<file path="src/rtl/ts_frame_bram_writer_pkg.sv">
// ts_frame_pkg: shared constants, header-size helper and FSM state type for
// the timestamped frame BRAM writer.
package ts_frame_pkg;

    localparam int NS_PER_SEC  = 1_000_000_000;
    localparam int HALF_SEC_NS = 500_000_000;

    // Header carries 32-bit seconds + 32-bit nanoseconds, split into BRAM words.
    function automatic int hdr_words(input int data_w);
        return 64 / data_w;
    endfunction

    typedef enum logic [1:0] {
        ST_IDLE,
        ST_HDR,
        ST_DATA
    } state_t;

endpackage

</file>
<file path="src/rtl/ts_frame_bram_writer_if.sv">
// ts_frame_axis_if: AXI-Stream beat channel (tdata/tvalid/tready).
//   master: drives tdata, tvalid; receives tready.
//   slave : receives tdata, tvalid; drives tready.
interface ts_frame_axis_if #(
    parameter int TDATA_W = 56
) ();
    logic [TDATA_W-1:0] tdata;
    logic               tvalid;
    logic               tready;

    modport master (output tdata, output tvalid, input tready);
    modport slave  (input tdata, input tvalid, output tready);
endinterface

</file>
<file path="src/rtl/ts_frame_bram_writer_ptp_sec_ns_counter.sv">
// ptp_sec_ns_counter: free-running seconds/nanoseconds clock disciplined by PPS.
//   aclk, aresetn : clock, synchronous active-low reset
//   i_pps         : PPS, already synchronous to aclk; rising edge zeroes ns
//   o_sec, o_ns   : current time
module ptp_sec_ns_counter
    import ts_frame_pkg::*;
#(
    parameter int CLK_PERIOD_NS = 8
) (
    input  logic        aclk,
    input  logic        aresetn,
    input  logic        i_pps,
    output logic [31:0] o_sec,
    output logic [31:0] o_ns
);
    localparam logic [31:0] NS_STEP = 32'(CLK_PERIOD_NS);
    localparam logic [31:0] NS_LAST = 32'(NS_PER_SEC - CLK_PERIOD_NS);
    localparam logic [31:0] NS_HALF = 32'(HALF_SEC_NS);

    if (CLK_PERIOD_NS < 1 || (NS_PER_SEC % CLK_PERIOD_NS) != 0) begin : g_bad_period
        $error("CLK_PERIOD_NS must divide 10**9");
    end

    logic        r_pps_d;
    logic [31:0] r_sec;
    logic [31:0] r_ns;
    logic        w_pps_rise;

    assign w_pps_rise = i_pps & ~r_pps_d;

    always_ff @(posedge aclk) begin
        if (!aresetn) begin
            r_pps_d <= 1'b0;
            r_sec   <= '0;
            r_ns    <= '0;
        end else begin
            r_pps_d <= i_pps;
            if (w_pps_rise) begin
                // Late half of the second: PPS stands in for the wrap we are
                // about to do (or are doing this cycle), so count it once.
                r_ns <= '0;
                if (r_ns >= NS_HALF) r_sec <= r_sec + 32'd1;
            end else if (r_ns == NS_LAST) begin
                r_ns  <= '0;
                r_sec <= r_sec + 32'd1;
            end else begin
                r_ns <= r_ns + NS_STEP;
            end
        end
    end

    assign o_sec = r_sec;
    assign o_ns  = r_ns;

endmodule

</file>
<file path="src/rtl/ts_frame_bram_writer.sv">
// ts_frame_bram_writer: timestamps ADC frames from AXI-Stream into a ping-pong
// BRAM (header = sec/ns, then one word per channel) and interrupts when a
// complete frame is in the finished bank.
//   aclk, aresetn         : clock, synchronous active-low reset
//   s_axis                : beat input; tdata = {.., code[7:0], sample[DATA_W-1:0]}
//   pps                   : synchronised PPS
//   bram_*                : write-only BRAM port, address = {bank, offset}
//   ts_irq                : frame-ready interrupt, IRQ_CYCLES long
//   done_bank             : bank holding the latest complete frame
//   frame_err             : one-cycle pulse on frame abandon/restart
//   frame_cnt             : completed frame count (wraps)
module ts_frame_bram_writer
    import ts_frame_pkg::*;
#(
    parameter int          CHANNELS      = 32,
    parameter int          DATA_W        = 16,
    parameter int          TDATA_W       = 56,
    parameter logic [7:0]  TS_CODE       = 8'h3F,
    parameter int          CLK_PERIOD_NS = 8,
    parameter int          ADDR_W        = 12,
    parameter int          IRQ_CYCLES    = 256
) (
    input  logic                aclk,
    input  logic                aresetn,
    ts_frame_axis_if.slave      s_axis,
    input  logic                pps,
    output logic                bram_clk,
    output logic                bram_rst,
    output logic [ADDR_W-1:0]   bram_addr,
    output logic                bram_en,
    output logic [DATA_W-1:0]   bram_din,
    input  logic [DATA_W-1:0]   bram_dout,
    output logic [DATA_W/8-1:0] bram_we,
    output logic                ts_irq,
    output logic                done_bank,
    output logic                frame_err,
    output logic [15:0]         frame_cnt
);
    localparam int HDR_WORDS  = hdr_words(DATA_W);
    localparam int BANK_WORDS = 2 ** (ADDR_W - 1);
    localparam int OFF_W      = ADDR_W - 1;
    localparam int HCNT_W     = (HDR_WORDS > 2) ? 2 : 1;
    localparam int WE_W       = DATA_W / 8;
    localparam int IRQ_W      = $clog2(IRQ_CYCLES + 1);

    if (DATA_W != 16 && DATA_W != 32) begin : g_bad_dw
        $error("DATA_W must be 16 or 32");
    end
    if (TDATA_W < DATA_W + 8) begin : g_bad_tdw
        $error("TDATA_W must be >= DATA_W+8");
    end
    if (CHANNELS < 1 || CHANNELS > 255 || int'(TS_CODE) < CHANNELS) begin : g_bad_ch
        $error("CHANNELS must be 1..255 and <= TS_CODE");
    end
    if (HDR_WORDS + CHANNELS > BANK_WORDS) begin : g_bad_bank
        $error("frame does not fit in one BRAM bank");
    end
    if (IRQ_CYCLES < 1) begin : g_bad_irq
        $error("IRQ_CYCLES must be >= 1");
    end

    // Time base
    logic [31:0] w_sec;
    logic [31:0] w_ns;

    ptp_sec_ns_counter #(.CLK_PERIOD_NS(CLK_PERIOD_NS)) u_time (
        .aclk    (aclk),
        .aresetn (aresetn),
        .i_pps   (pps),
        .o_sec   (w_sec),
        .o_ns    (w_ns)
    );

    // State and datapath registers
    state_t              r_state;
    state_t              w_next;
    logic                r_run;       // holds tready low for the first cycle out of reset
    logic [HCNT_W-1:0]   r_hcnt;
    logic [7:0]          r_exp;
    logic                r_bank;
    logic [31:0]         r_hdr_sec;
    logic [31:0]         r_hdr_ns;
    logic                r_bram_en;
    logic [WE_W-1:0]     r_bram_we;
    logic [ADDR_W-1:0]   r_bram_addr;
    logic [DATA_W-1:0]   r_bram_din;
    logic                r_frame_err;
    logic                r_done_bank;
    logic [15:0]         r_frame_cnt;
    logic                r_irq_start;
    logic [IRQ_W-1:0]    r_irq_cnt;

    logic                w_tready;
    logic                w_acc;
    logic [7:0]          w_code;
    logic [DATA_W-1:0]   w_sample;
    logic [63:0]         w_hdr64;
    logic [DATA_W-1:0]   w_hdr_word;
    logic                w_wr;
    logic [OFF_W-1:0]    w_off;
    logic [DATA_W-1:0]   w_wdata;
    logic                w_latch;
    logic                w_err;
    logic                w_done;
    logic                w_unused;

    assign w_tready = r_run && (r_state != ST_HDR);
    assign w_acc    = s_axis.tvalid && w_tready;
    assign w_code   = s_axis.tdata[DATA_W+7:DATA_W];
    assign w_sample = s_axis.tdata[DATA_W-1:0];
    assign w_unused = ^{bram_dout, s_axis.tdata};

    // Header word k is taken MSB-first from {sec, ns}.
    assign w_hdr64    = {r_hdr_sec, r_hdr_ns};
    assign w_hdr_word = DATA_W'(w_hdr64 >> (DATA_W * (HDR_WORDS - 1 - int'(r_hcnt))));

    always_ff @(posedge aclk) begin
        if (!aresetn) r_state <= ST_IDLE;
        else          r_state <= w_next;
    end

    always_comb begin
        w_next  = r_state;
        w_wr    = 1'b0;
        w_off   = '0;
        w_wdata = '0;
        w_latch = 1'b0;
        w_err   = 1'b0;
        w_done  = 1'b0;
        unique case (r_state)
            ST_IDLE: begin
                if (w_acc && w_code == TS_CODE) begin
                    w_latch = 1'b1;
                    w_next  = ST_HDR;
                end
            end
            ST_HDR: begin
                w_wr    = 1'b1;
                w_off   = OFF_W'(r_hcnt);
                w_wdata = w_hdr_word;
                if (r_hcnt == HCNT_W'(HDR_WORDS - 1)) w_next = ST_DATA;
            end
            ST_DATA: begin
                if (w_acc) begin
                    if (w_code == TS_CODE) begin
                        // New marker mid-frame: restart in the same bank.
                        w_err   = 1'b1;
                        w_latch = 1'b1;
                        w_next  = ST_HDR;
                    end else if (w_code == r_exp) begin
                        w_wr    = 1'b1;
                        w_off   = OFF_W'(HDR_WORDS) + OFF_W'(r_exp);
                        w_wdata = w_sample;
                        if (r_exp == 8'(CHANNELS - 1)) begin
                            w_done = 1'b1;
                            w_next = ST_IDLE;
                        end
                    end else begin
                        w_err  = 1'b1;
                        w_next = ST_IDLE;
                    end
                end
            end
            default: w_next = ST_IDLE;
        endcase
    end

    always_ff @(posedge aclk) begin
        if (!aresetn) begin
            r_run       <= 1'b0;
            r_hcnt      <= '0;
            r_exp       <= '0;
            r_bank      <= 1'b0;
            r_hdr_sec   <= '0;
            r_hdr_ns    <= '0;
            r_bram_en   <= 1'b0;
            r_bram_we   <= '0;
            r_bram_addr <= '0;
            r_bram_din  <= '0;
            r_frame_err <= 1'b0;
            r_done_bank <= 1'b0;
            r_frame_cnt <= '0;
            r_irq_start <= 1'b0;
            r_irq_cnt   <= '0;
        end else begin
            r_run       <= 1'b1;
            r_bram_en   <= w_wr;
            r_bram_we   <= {WE_W{w_wr}};
            r_bram_addr <= w_wr ? {r_bank, w_off} : '0;
            r_bram_din  <= w_wr ? w_wdata : '0;
            r_frame_err <= w_err;

            // Timestamp of the marker's own cycle, not of the first header write.
            if (w_latch) begin
                r_hdr_sec <= w_sec;
                r_hdr_ns  <= w_ns;
                r_hcnt    <= '0;
            end else if (r_state == ST_HDR) begin
                r_hcnt <= r_hcnt + 1'b1;  // HDR_WORDS is 2**HCNT_W, so it wraps to 0
            end

            if (r_state == ST_HDR) r_exp <= '0;
            else if (w_wr)         r_exp <= r_exp + 8'd1;

            if (w_done) begin
                r_done_bank <= r_bank;
                r_bank      <= ~r_bank;
                r_frame_cnt <= r_frame_cnt + 16'd1;
            end

            // One-cycle delay so the IRQ rises after the last write is visible.
            r_irq_start <= w_done;
            if (r_irq_start)           r_irq_cnt <= IRQ_W'(IRQ_CYCLES);
            else if (r_irq_cnt != '0)  r_irq_cnt <= r_irq_cnt - 1'b1;
        end
    end

    assign s_axis.tready = w_tready;
    assign bram_clk      = aclk;
    assign bram_rst      = !aresetn;
    assign bram_addr     = r_bram_addr;
    assign bram_en       = r_bram_en;
    assign bram_din      = r_bram_din;
    assign bram_we       = r_bram_we;
    assign ts_irq        = (r_irq_cnt != '0);
    assign done_bank     = r_done_bank;
    assign frame_err     = r_frame_err;
    assign frame_cnt     = r_frame_cnt;

endmodule

</file>
<file path="src/flat_wrapper.sv">
// flat-port wrapper written by rule: the top's interface ports become plain ports
module ts_frame_bram_writer_flat import ts_frame_pkg::*;
#(
    parameter int          CHANNELS      = 32,
    parameter int          DATA_W        = 16,
    parameter int          TDATA_W       = 56,
    parameter logic [7:0]  TS_CODE       = 8'h3F,
    parameter int          CLK_PERIOD_NS = 8,
    parameter int          ADDR_W        = 12,
    parameter int          IRQ_CYCLES    = 256
)
  (aclk, aresetn, pps, bram_clk, bram_rst, bram_addr, bram_en, bram_din, bram_dout, bram_we, ts_irq, done_bank, frame_err, frame_cnt, s_axis_tdata, s_axis_tvalid, s_axis_tready);
  ts_frame_axis_if #(.TDATA_W(TDATA_W)) s_axis_i ();
  input  logic aclk;
  input  logic aresetn;
  input  logic pps;
  output logic bram_clk;
  output logic bram_rst;
  output logic [ADDR_W-1:0] bram_addr;
  output logic bram_en;
  output logic [DATA_W-1:0] bram_din;
  input  logic [DATA_W-1:0] bram_dout;
  output logic [DATA_W/8-1:0] bram_we;
  output logic ts_irq;
  output logic done_bank;
  output logic frame_err;
  output logic [15:0] frame_cnt;
  input wire logic [$bits(s_axis_i.tdata)-1:0] s_axis_tdata;
  input wire logic [$bits(s_axis_i.tvalid)-1:0] s_axis_tvalid;
  output wire logic [$bits(s_axis_i.tready)-1:0] s_axis_tready;
  assign s_axis_i.tdata = s_axis_tdata;
  assign s_axis_i.tvalid = s_axis_tvalid;
  assign s_axis_tready = s_axis_i.tready;
  ts_frame_bram_writer #(.CHANNELS(CHANNELS), .DATA_W(DATA_W), .TDATA_W(TDATA_W), .TS_CODE(TS_CODE), .CLK_PERIOD_NS(CLK_PERIOD_NS), .ADDR_W(ADDR_W), .IRQ_CYCLES(IRQ_CYCLES)) u_core (.aclk(aclk), .aresetn(aresetn), .s_axis(s_axis_i), .pps(pps), .bram_clk(bram_clk), .bram_rst(bram_rst), .bram_addr(bram_addr), .bram_en(bram_en), .bram_din(bram_din), .bram_dout(bram_dout), .bram_we(bram_we), .ts_irq(ts_irq), .done_bank(done_bank), .frame_err(frame_err), .frame_cnt(frame_cnt));
endmodule
</file>
<file path="config.mk">
export PLATFORM = sky130hd
export DESIGN_NAME = ts_frame_bram_writer_flat
export DESIGN_NICKNAME = d
export VERILOG_FILES = /design/src/rtl/ts_frame_bram_writer_pkg.sv /design/src/rtl/ts_frame_bram_writer_if.sv /design/src/rtl/ts_frame_bram_writer_ptp_sec_ns_counter.sv /design/src/rtl/ts_frame_bram_writer.sv /design/src/flat_wrapper.sv
export SDC_FILE = /design/constraint.sdc
export NUM_CORES = 1
export LEC_CHECK = 0
export CORE_ASPECT_RATIO = 0.7
export CORE_UTILIZATION = 60
export CTS_BUF_LIST = sky130_fd_sc_hd__clkbuf_4 sky130_fd_sc_hd__clkbuf_8
export DETAILED_ROUTE_END_ITERATION = 8
export MAX_ROUTING_LAYER = met4
export PLACE_DENSITY = 0.89
export SYNTH_ARGS = -nofsm -noshare
export SYNTH_HDL_FRONTEND = slang
export SYNTH_SLANG_ARGS = --single-unit
</file>
<file path="constraint.sdc">
create_clock -name aclk -period 6 [get_ports aclk]
set_input_delay 0.9 -clock aclk [delete_from_list [all_inputs] [get_ports aclk]]
set_output_delay 0.9 -clock aclk [all_outputs]
set_load 0.005 [all_outputs]
</file>
==> qor.txt, run 1 <==
RSZ-0062 raised after global routing: false
Clock group share of total power: 37.9%
Post-cts resize count: 0
Largest stage delay on the critical path: 440 ps
Startpoint Class: clock port
Yosys warning total: 0
Gate power share: 9.1%
Final setup viols: 0
Max_cap viols: 0
Leakage Power: 3.263 nW
Vias in the first global route: 6767
First-pass detailed-route iteration total: 5
Placer Congestion: 0.8953
Maximum VDD drop: 0.0001459 V
Vias post-DR: 7341
Global-route wire length before repair: 34.04 mm
# rows: 35
Switch share: 25.89%
Core area: 0.01349 mm2
Hold Fails Final Rpt: 0
Rel. slew slack: 19.99%
Slowest-stage cell, CP: clkdlybuf4s50_1
DRC: 0
Hold_buf cts: 0
Setup TNS: 0 ps
Die Span X: 144.3 um
Total Wirelength: 20.98 mm
Power Dens Cells: 256.4 mW/mm2
Clock Pin Slew Worst Setup and Hold Paths: 100 ps
Place WS: 1686 ps
Final Net Count: 1124
Postcts setup bufs: 0
Outcome: finished, final reports clean
Clk Latency, worst-skew pair: 590 ps
Antenna violations before repair: 0
Pin count of the biggest net entering global routing: 101
EDFF count, synth: 0
WL per Instance: 17.00 um
Worst-path cell chain: clkbuf_8 -> clkbuf_8 -> clkdlybuf4s50_1
Hold WS: 460.1 ps
Hold/Removal Path Class: reg -> reg
Cell Int Power: 1.854 mW
Largest fanout on the critical path: 2
Main synth FF type: dfxtp_1
Yosys top cell area share: 45.22%
Placed cell count: 1199
Port bufs: 78
Fin worst setup slack: 1439 ps
List of most frequent post-synthesis cells: dfxtp_1 (192), nand2_1 (173), nor2_1 (112), a21oi_1 (80), clkbuf_1 (55)
Largest area contributor in the netlist: dfxtp_1
I/O Pins: 129
Netlist cell types: 52
GRT Total Usage: 31.33%
WP buf/inv: 3
Layout cells sized above 1: 6.482%
ANT nets after route: 0
Finished Layout Cells: 1234
Critical path's top delay family: buffers and inverters
Cell area after synthesis: 0.008501 mm2
TritonCTS clock tree: yes
Count leader, synth: dfxtp_1
Ys async rst share: 0%
Tot Pwr: 2.502 mW
Most used cell along the critical path: clkbuf_8
Detailed placement HPWL: 13.91 mm
Slew @ Worst Pin: 1200 ps
Diodes inserted: 0
Fin. max-slew vios: 0
Fillers: 974
Initial DRC count: 573
Synth Register Bits: 192
Setup CP Type: clk -> out
GRT overflow: 0
Overall die area: 0.01466 mm2
CP required: 5100 ps
Synth-to-Final Area Change: 14.82%
Reg power frac: 53.0%
Synth Instances: 994
Clock Skew: 17.83 ps
Chip Height: 101.6 um
Vias per inst: 5.949
Sequential share of the synthesized area: 45.22%
Mapped Avg Cell Area: 8.552 um2
Synth area leaders: dfxtp_1 (45%), nand2_1 (7.6%), nor2_1 (4.9%), a21oi_1 (4.7%), xnor2_1 (4.4%)
Initial core utilization: 63.02%
Crit path DAT: 3660 ps
Crit end category: primary output
Net Sw Power: 0.6479 mW
## stage by stage
step | util (%) | area, um2
floorplan | - | 8504
global placement | 68.98 | 9304
detailed placement | 68.98 | 9304
CTS | 72.37 | 9761
global route | 72.37 | 9761
finish | 72.37 | 9761
## worst min-delay path: stages (launching register included)
cell and delay (ps):
dfxtp_1 320, nand2_1 50, a21oi_1 50
## cell type report
type	instances	area [um2]	share of cell area (%)
multi-input combinational	719	4332	44.38
sequential	192	3844	39.38
timing repair buffer	83	815.8	8.358
clock buffer	24	314.1	3.218
tap	185	231.5	2.371
clock inverter	12	152.6	1.564
inverter	19	71.32	0.7307
## cells by family (layout without fill, tap and decap cells)
logic type / count (synthesis) / after routing / synth area share [%]
flip-flops: 192 / 192 / 45.22
buffers and inverters: 84 / 138 / 4.018
multiplexers: 36 / 36 / 6.152
adder cells (fa/ha/maj): 12 / 12 / 1.766
AND/OR/NAND/NOR: 460 / 460 / 25.48
other: 1 / 2 / 0.04411
AO/OA/AOI/OAI: 137 / 137 / 9.906
XOR/XNOR: 72 / 72 / 7.418
## cells in the final DEF (no fill, tap or decap), types with 3 or more instances in the layout
cell             count
dfxtp_1            192
nand2_1            173
nor2_1             112
a21oi_1             80
clkdlybuf4s50_1     78
xnor2_1             43
nand3_1             32
xor2_1              29
nand4_1             29
mux2i_1             23
clkbuf_8            21
nand2b_1            19
a22oi_1             18
inv_1               17
nor4_1              17
and3_1              17
or3_1               14
mux4_2              13
nor3_1              13
ha_1                12
o21ai_0              9
o21ai_1              7
and4_1               6
buf_4                6
nor2b_1              5
and2_1               5
nor4b_1              4
o31ai_1              4
a2111oi_2            4
inv_6                4
or4_1                3
nand4b_1             3
clkinv_4             3
## path summary, 6_finish.rpt
check / startpoint / slack, ps / cells after the start / to
setup reg to reg: u_core.r_state[1] / 2440 / 8 / u_core.frame_cnt[14]
hold reg to reg: u_core.r_hdr_sec[2] / 460 / 2 / u_core.r_hdr_sec[2]
setup / recovery: aclk / 1440 / 3 / bram_clk
hold / removal: u_core.r_hdr_sec[2] / 460 / 2 / u_core.r_hdr_sec[2]
## flip-flops by register name, indices dropped and copies added, names as in the netlist
name and flops:
u_core.r_state 2, u_core.r_hdr_sec 32, u_core.frame_err 1, u_core.r_exp 8
u_core.bram_addr 10, u_core.bram_din 16, u_core.done_bank 1, u_core.r_hcnt 2
u_core.r_hdr_ns 29, u_core.r_irq_start 1, u_core.u_time.r_pps_d 1, u_core.r_run 1
u_core.r_bank 1, u_core.bram_en 1, u_core.u_time.o_sec 32, u_core.r_irq_cnt 9
u_core.frame_cnt 16, u_core.u_time.o_ns 29
## power by group through the flow
| stage | Combinational (mW) | Sequential [mW] | Clock (mW) |
|---|---|---|---|
| after floorplan | 0.163 | 1.35 | 0.0108 |
| after global placement | 0.215 | 1.35 | 0.0140 |
| after detailed placement | 0.222 | 1.36 | 0.0140 |
| after CTS | 0.224 | 1.33 | 0.962 |
| after global routing | 0.248 | 1.33 | 1.02 |
| final | 0.227 | 1.33 | 0.948 |
## routing by layer
layer / up-vias / wire length, um / track usage [%]
met5: - / 0 / -
met4: 0 / 459 / 12.15
met2: 342 / 9438 / 47.01
met3: 49 / 1865 / 6.572
met1: 3459 / 9220 / 41.45
li1: 3491 / - / -
Note: power is estimated with default switching activity, not from simulation.
==> run 2: changes to the inputs <==
--- a/config.mk
+++ b/config.mk
@@ -6,11 +6,11 @@
 export NUM_CORES = 1
 export LEC_CHECK = 0
 export CORE_ASPECT_RATIO = 0.7
-export CORE_UTILIZATION = 60
+export CORE_UTILIZATION = 56
 export CTS_BUF_LIST = sky130_fd_sc_hd__clkbuf_4 sky130_fd_sc_hd__clkbuf_8
 export DETAILED_ROUTE_END_ITERATION = 8
 export MAX_ROUTING_LAYER = met4
-export PLACE_DENSITY = 0.89
+export PLACE_DENSITY = 0.84
 export SYNTH_ARGS = -nofsm -noshare
 export SYNTH_HDL_FRONTEND = slang
 export SYNTH_SLANG_ARGS = --single-unit
==> constraint.sdc (replaced) <==
create_clock -name aclk -period 4.2 [get_ports aclk]
set_input_delay 0.63 -clock aclk [delete_from_list [all_inputs] [get_ports aclk]]
set_output_delay 0.63 -clock aclk [all_outputs]
set_load 0.005 [all_outputs]
==> run 2 against run 1 <==
Cell area rose by 0.29%. Critical endpoint unchanged. First-iteration DRC count rose by 17%. Critical path type unchanged. Non-clock buffer count grew 2. Largest power group unchanged. Flip-flop and latch count did not move.
==> qor.txt, run 2 (synthesis gave the netlist of run 1 again) <==
Port bufs: 78
Crit path DAT: 2760 ps
Synth-to-Final Area Change: 15.16%
Vias post-DR: 7136
WL per Instance: 15.81 um
Die Span X: 149.3 um
Hold/Removal Path Class: reg -> reg
# rows: 37
Reg2Reg Depth: 6
Maximum VDD drop: 0.0002895 V
Clock Pin Slew Worst Setup and Hold Paths: 100 ps
Placed cell count: 1211
DRC: 0
Setup TNS: 0 ps
Chip Height: 105.1 um
First-pass detailed-route iteration total: 5
Layout Cell Area excl Fill: 0.009789 mm2
ANT nets after route: 0
Sequential cell area: 0.003844 mm2
Vias in the first global route: 6423
R2r endpoint: u_core.u_time.o_sec[31]
Initial DRC count: 669
Placed cell area: 0.009331 mm2
Antenna violations before repair: 1
Post-cts resize count: 0
Area of the multi-input gates: 0.004332 mm2
Leakage Power: 3.275 nW
Vias per inst: 5.723
Overall die area: 0.01568 mm2
Largest fanout on the critical path: 2
GRT overflow: 0
Power Dens Cells: 364.8 mW/mm2
Slew @ Worst Pin: 1125 ps
Detailed placement HPWL: 13.43 mm
Max_cap viols: 0
Placer Congestion: 0.9101
Global-route wire length before repair: 32.26 mm
Finished Layout Cells: 1247
Most frequent cells in the layout: dfxtp_1 (192), nand2_1 (173), nor2_1 (112), a21oi_1 (80), clkdlybuf4s50_1 (78)
Final Net Count: 1126
GRT Total Usage: 26.97%
Pin count of the biggest net entering global routing: 101
Initial core utilization: 57.56%
Final setup viols: 0
Total Wirelength: 19.71 mm
CP required: 3570 ps
Commonest non-fill, non-tap cell in the layout: dfxtp_1
I/O Pins: 129
Rel. slew slack: 24.92%
R2r startpoint: u_core.u_time.o_ns[17]
Fillers: 1159
RSZ-0062 raised after global routing: false
Startpoint Class: clock port
Hold_buf cts: 0
Clk Latency, worst-skew pair: 580 ps
Fin. max-slew vios: 0
Outcome: finished, final reports clean
Clock Skew: 12.23 ps
Layout cells sized above 1: 6.660%
Postcts setup bufs: 0
Crit path capture: bram_clk
Worst R2R Setup Slack: 990 ps
TritonCTS clock tree: yes
Setup CP Type: clk -> out
Crit end category: primary output
Crit path from: aclk
Hold Fails Final Rpt: 0
Core area: 0.01477 mm2
## run 2: changes by cell type in the layout (fill, tap and decap cells not counted), sizes merged
cell	change
buf	+2
clkinv	+1
clkbuf	-1
diode	+1
## run 2: per-layer routing
metal  up-vias  global-route usage (%)  wire length (um)
met4         0                   8.528               231
li1       3486                       -                 -
met2       250                   38.64              8655
met1      3378                   37.58              9430
met5         -                       -                 0
met3        22                   5.939              1394
## run 2: metrics by stage
step                      util, %  power [mW]  setup WS (ps)  hold WS [ps]
after CTS                   66.27       3.580          801.3         456.7
after global placement      63.19       2.262           1014         439.9
after floorplan                 -       2.175           1359         428.0
after global routing        66.29       3.707          746.9         476.6
final                       66.29       3.571          808.9         458.9
after detailed placement    63.19       2.276          957.8         443.1
## run 2: how the worst min path moves through the flow
stage,cells past startpoint,slack (ps),startpoint,to
floorplan,2,430,u_core.r_irq_start,u_core.r_irq_cnt[8]
global placement,2,440,u_core.r_hdr_ns[15],u_core.r_hdr_ns[15]
detailed placement,2,440,u_core.r_hdr_ns[6],u_core.r_hdr_ns[6]
CTS,2,460,u_core.r_hdr_ns[6],u_core.r_hdr_ns[6]
global route,2,480,u_core.r_hdr_ns[19],u_core.r_hdr_ns[19]
finish,2,460,u_core.r_hdr_ns[7],u_core.r_hdr_ns[7]
## run 2: layout make-up
class | count | share of cell area [%]
diodes | 1 | 0.02556
clock buffers | 23 | 3.195
clock inverters | 13 | 1.559
inverters | 19 | 0.7285
multi-input cells | 719 | 44.25
flip-flops and latches | 192 | 39.26
well taps | 195 | 2.492
repair buffers | 85 | 8.487
## run 2: worst max-delay path, cell delays in order
cell             delay (ps)
clkbuf_8                110
clkbuf_8                120
clkdlybuf4s50_1         430
## run 2: report_power, final
part           switching, mW  internal [mW]  leakage (nW)
combinational          0.173          0.142          1.49
sequential            0.0453           1.86          1.55
clock                  0.704          0.649         0.233
total                  0.922           2.65          3.28
